File: src/rtl/alu_pkg.sv
// Shared definitions for the operand controller: FSM state encodings,
// data width and the default debounce length.
package alu_pkg;

    localparam int DATA_W        = 4;
    localparam int DB_CYCLES_DEF = 16;

    typedef enum logic [2:0] {
        ST_IDLE   = 3'd0,
        ST_LOAD_B = 3'd1,
        ST_EXEC   = 3'd2,
        ST_CAPT   = 3'd3,
        ST_DONE   = 3'd4
    } alu_state_e;

endpackage

File: src/rtl/btn_debounce.sv
// Raw button conditioning: 2-flop synchroniser, stability counter and a
// single-cycle press pulse on each accepted 0->1 transition.
module btn_debounce #(
    parameter int DB_CYCLES = 16,
    parameter int DB_W      = 16
) (
    input  logic clk,
    input  logic rst_n,
    input  logic btn,
    output logic press
);

    localparam logic [DB_W-1:0] CNT_LAST = DB_W'(DB_CYCLES - 1);

    logic            sync1_r;
    logic            sync2_r;
    logic            clean_r;
    logic            press_r;
    logic [DB_W-1:0] cnt_r;

    // Two-flop synchroniser for the asynchronous button input.
    always_ff @(posedge clk or negedge rst_n) begin
        if (!rst_n) begin
            sync1_r <= 1'b0;
            sync2_r <= 1'b0;
        end else begin
            sync1_r <= btn;
            sync2_r <= sync1_r;
        end
    end

    // Accept a new clean level only after DB_CYCLES consecutive differing samples.
    always_ff @(posedge clk or negedge rst_n) begin
        if (!rst_n) begin
            cnt_r   <= {DB_W{1'b0}};
            clean_r <= 1'b0;
            press_r <= 1'b0;
        end else if (sync2_r != clean_r) begin
            if (cnt_r == CNT_LAST) begin
                cnt_r   <= {DB_W{1'b0}};
                clean_r <= sync2_r;
                press_r <= sync2_r;
            end else begin
                cnt_r   <= cnt_r + DB_W'(1);
                press_r <= 1'b0;
            end
        end else begin
            cnt_r   <= {DB_W{1'b0}};
            press_r <= 1'b0;
        end
    end

    assign press = press_r;

endmodule

File: src/rtl/alu_operand_ctrl.sv
// Operand sequencer for a 4-bit adder: loads A then B from the switches,
// issues a one-cycle add command and captures the returned sum.
module alu_operand_ctrl #(
    parameter int DB_CYCLES = alu_pkg::DB_CYCLES_DEF,
    parameter int DB_W      = 16
) (
    input  logic       clk,
    input  logic       rst_n,
    input  logic [3:0] sw,
    input  logic       btn_load,
    input  logic       btn_clr,
    input  logic [3:0] ans,
    output logic [3:0] reg0,
    output logic [3:0] reg1,
    output logic       enable_suma,
    output logic [3:0] result,
    output logic       done,
    output logic [2:0] state
);
    import alu_pkg::*;

    logic       load_press_s;
    logic       clr_press_s;
    alu_state_e state_r,  state_nxt_s;
    logic [3:0] reg0_r,   reg0_nxt_s;
    logic [3:0] reg1_r,   reg1_nxt_s;
    logic [3:0] result_r, result_nxt_s;
    logic       done_r,   done_nxt_s;
    logic       ena_r,    ena_nxt_s;

    btn_debounce #(.DB_CYCLES(DB_CYCLES), .DB_W(DB_W)) u_db_load (
        .clk   (clk),
        .rst_n (rst_n),
        .btn   (btn_load),
        .press (load_press_s)
    );

    btn_debounce #(.DB_CYCLES(DB_CYCLES), .DB_W(DB_W)) u_db_clr (
        .clk   (clk),
        .rst_n (rst_n),
        .btn   (btn_clr),
        .press (clr_press_s)
    );

    // State and output registers; every output is driven straight from a flop.
    always_ff @(posedge clk or negedge rst_n) begin
        if (!rst_n) begin
            state_r  <= ST_IDLE;
            reg0_r   <= 4'd0;
            reg1_r   <= 4'd0;
            result_r <= 4'd0;
            done_r   <= 1'b0;
            ena_r    <= 1'b0;
        end else begin
            state_r  <= state_nxt_s;
            reg0_r   <= reg0_nxt_s;
            reg1_r   <= reg1_nxt_s;
            result_r <= result_nxt_s;
            done_r   <= done_nxt_s;
            ena_r    <= ena_nxt_s;
        end
    end

    // Next-state and next-output logic; clear overrides any load press.
    always_comb begin
        state_nxt_s  = state_r;
        reg0_nxt_s   = reg0_r;
        reg1_nxt_s   = reg1_r;
        result_nxt_s = result_r;
        done_nxt_s   = done_r;
        ena_nxt_s    = 1'b0;
        if (clr_press_s) begin
            state_nxt_s  = ST_IDLE;
            reg0_nxt_s   = 4'd0;
            reg1_nxt_s   = 4'd0;
            result_nxt_s = 4'd0;
            done_nxt_s   = 1'b0;
        end else begin
            case (state_r)
                ST_IDLE: begin
                    if (load_press_s) begin
                        reg0_nxt_s  = sw;
                        state_nxt_s = ST_LOAD_B;
                    end else begin
                        state_nxt_s = ST_IDLE;
                    end
                end
                ST_LOAD_B: begin
                    // enable_suma is registered, so it is raised on entry to EXEC.
                    if (load_press_s) begin
                        reg1_nxt_s  = sw;
                        ena_nxt_s   = 1'b1;
                        state_nxt_s = ST_EXEC;
                    end else begin
                        state_nxt_s = ST_LOAD_B;
                    end
                end
                ST_EXEC: begin
                    state_nxt_s = ST_CAPT;
                end
                ST_CAPT: begin
                    result_nxt_s = ans;
                    done_nxt_s   = 1'b1;
                    state_nxt_s  = ST_DONE;
                end
                ST_DONE: begin
                    if (load_press_s) begin
                        done_nxt_s  = 1'b0;
                        reg0_nxt_s  = sw;
                        state_nxt_s = ST_LOAD_B;
                    end else begin
                        state_nxt_s = ST_DONE;
                    end
                end
                default: begin
                    state_nxt_s = ST_IDLE;
                end
            endcase
        end
    end

    assign reg0        = reg0_r;
    assign reg1        = reg1_r;
    assign result      = result_r;
    assign done        = done_r;
    assign enable_suma = ena_r;
    assign state       = state_r;

endmodule
File: config.mk
export PLATFORM = sky130hd
export DESIGN_NAME = alu_operand_ctrl
export DESIGN_NICKNAME = d
export VERILOG_FILES = /design/src/rtl/alu_pkg.sv /design/src/rtl/btn_debounce.sv /design/src/rtl/alu_operand_ctrl.sv
export SDC_FILE = /design/constraint.sdc
export NUM_CORES = 1
export LEC_CHECK = 0
export CORE_UTILIZATION = 39
export CTS_CLUSTER_DIAMETER = 60
export DETAILED_ROUTE_END_ITERATION = 6
export MAX_ROUTING_LAYER = met4
export PLACE_DENSITY = 0.71
export SETUP_SLACK_MARGIN = 0.05
export SYNTH_ARGS = -nofsm -noshare
export SYNTH_HDL_FRONTEND = slang
export SYNTH_SLANG_ARGS = --single-unit
File: constraint.sdc
create_clock -name clk -period 2.3 [get_ports clk]
set_clock_uncertainty 0.05 [all_clocks]
set_input_delay 0.345 -clock clk [delete_from_list [all_inputs] [get_ports clk]]
set_output_delay 0.345 -clock clk [all_outputs]
set_load 0.05 [all_outputs]
==> run summary <==
setup_tns: 0 ns
Syn Std Cell Area: 2584 um2
core area: 6386 um2
cell taking the most area after synthesis: dfrtp_1
critical path cell sequence: clkdlybuf4s50_1
DIE WIDTH: 83.40 um
die outline area: 6955 um2
first-pass iteration count of the detailed router: 5
vias per inst: 5.206
Ys Warns: 0
Hold Path Class: input port to async pin
fillcell total: 586
ranking of synthesized cells by area: dfrtp_1 (55%), xnor2_1 (8.1%), nor2_1 (7.0%)
first-pass GRT wire length: 7.983 mm
I/O pin total: 29
DR iter-0 viols: 123
clk_lat worst skew: 0.33 ns
DP HPWL: 3.174 mm
most common cell in the synthesized netlist: dfrtp_1
# rows: 29
via count: 1,817
Hold Worst Slack: 0.08097 ns
vias in the first global route: 1,692
ANT nets after route: 0
Avg WL per Cell: 13.61 um
fin. max-slew vios: 0
Leak: 1.308 nW
Critical Path RT: 1.90 ns
# setup viols final: 0
Critical Path Max Stage Delay: 0.85 ns
Max VDD drop: 0.3176 mV
fraction of registers with async set/reset: 100.0%
Worst Path Arrival: 1.64 ns
Synth-to-Final Area Change: 18.69%
Syn Area/Cell: 10.86 um2
hold violation count in the final report: 0
largest net degree at the start of global routing: 58
RSZ-0062 raised after global routing: no
P per Cell Area: 617.1 nW/um2
Critical-path top delay cell: clkdlybuf4s50_1
CTS tree: built
Clock transition at path regs: 0.06 ns
crit path max fanout: 7
Port Buf Inserts: 28
CP top delay family: buffers and inverters
crit path buf inv count: 1
max-cap violations: 0
htree depth: 3
DRC viols: 0
crit path time final: 2.031 ns
Post-Syn Nets: 252
Synth top cells by count: dfrtp_1 (57), nor2_1 (48), xnor2_1 (24)
initial core utilization: 40.46%
Placer Congestion: 0.8653
critical path type: register to primary output
synthesized flop and latch total: 57
number of CTS-inserted buffers: 9
Worst-Margin Slew: 0.6937 ns
Synth top area share: 55.21%
layout cells sized above 1: 9.926%
antenna diode count: 0
clock root cell: clkbuf_8
clock sinks: 57
pre-CTS setup slack: 0.6149 ns
count of cell types in the netlist: 32
Post-Route WL: 4.751 mm
post-CTS sizing: 0
CTS Buffer Depth: 2
initial antenna violation count: 0
number of synthesized flops with an enable pin: 0
hold buffers post-CTS: 0
Crit. End Element: primary output
setup ws final: 0.2689 ns
Startpoint Class: register
total grt overflow: 0
Rel. slew slack: 53.76%
Synth Instances: 238
Final #Nets: 284
Final period util: 88.31%
setup bufs post-CTS: 0
Post-synth top flop: dfrtp_1
Die Y: 83.40 um
All-Layer GR Usage: 15.20%
Seq/Total Area, Yosys: 55.21%
status: completed
FMAX: 492.4 MHz
[area by class of cell]
class | count | area, um2 | area share (%)
sequential | 57 | 1426 | 46.51
clock buffer | 12 | 145.1 | 4.733
tap | 77 | 96.34 | 3.142
inverter | 5 | 18.77 | 0.6120
clock inverter | 1 | 5.005 | 0.1632
multi-input combinational | 168 | 1092 | 35.62
timing repair buffer | 29 | 282.8 | 9.221
[flip-flops by register name (all words and copies together), names as in the netlist]
signal             cells
done                   1
enable_suma            1
reg0                   4
reg1                   4
result                 4
state                  3
u_db_clr.clean_r       1
u_db_clr.cnt_r        16
u_db_clr.press         1
u_db_clr.sync1_r       1
u_db_clr.sync2_r       1
u_db_load.clean_r      1
u_db_load.cnt_r       16
u_db_load.press        1
u_db_load.sync1_r      1
u_db_load.sync2_r      1
[through the flow]
step | utilization, % | cell area [um2] | std cells | power [W]
global placement | 45.67 | 2917 | 336 | 0.001170
detailed placement | 45.67 | 2917 | 336 | 0.001172
floorplan | - | 2584 | 238 | 0.001112
CTS | 48.02 | 3067 | 349 | 0.001917
global route | 48.02 | 3067 | 349 | 0.001966
finish | 48.02 | 3067 | 349 | 0.001892
[metal layers]
layer / GRT usage (%) / share of wire [%] / wire length (um) / vias to the layer above
li1: - / - / - / 881
met1: 19.96 / 49 / 2310 / 882
met2: 21.61 / 45 / 2135 / 49
met3: 3.082 / 5.3 / 250 / 5
met4: 9.404 / 1.1 / 54 / 0
met5: - / 0 / 0 / -
[placed cells by master, fill, tap and decap left out, types with 4 or more instances in the layout]
master            n
nor4_1            8
dfrtp_1          57
nand3_1           9
inv_1             5
clkdlybuf4s50_1  27
nand2_1           7
xor2_1            6
xnor2_1          24
nand4_1          10
mux2i_1          12
nor3_1           11
nor2_1           48
nor4_2            4
clkbuf_8         10
[final timing paths]
path,cells after the start,from,slack (ns),to
min in group clk,0,u_db_load.sync1_r$_DFF_PN0_,0.30,u_db_load.sync2_r$_DFF_PN0_
min,2,rst_n,0.08,u_db_clr.cnt_r[13]$_DFF_PN0_
min reg2reg,0,u_db_load.sync1_r$_DFF_PN0_,0.30,u_db_load.sync2_r$_DFF_PN0_
max reg2reg,5,u_db_clr.cnt_r[0]$_DFF_PN0_,0.59,u_db_clr.cnt_r[5]$_DFF_PN0_
max in group asynchronous,2,rst_n,1.64,u_db_load.cnt_r[4]$_DFF_PN0_
max,1,state[1]$_DFF_PN0_,0.27,state[1]
[power by group]
part / switching [W] / internal, W
combinational: 0.0000702 / 0.0000424
sequential: 0.0000174 / 0.00102
clock: 0.000340 / 0.000400
[cell families (layout without fill, tap and decap cells)]
logic type                 after synthesis  in the layout  share of synthesized area [%]
muxes                                   14             14                          5.521
DFF                                     57             57                          55.21
buffers and inverters                   13             47                          2.518
AOI/OAI and AO/OA                        6              6                          1.550
xor gates and xnor gates                30             30                          10.17
adders and majority gates                2              2                         0.9684
and+or+nand+nor                        116            116                          24.07
Power figures use the tool's default switching activity.
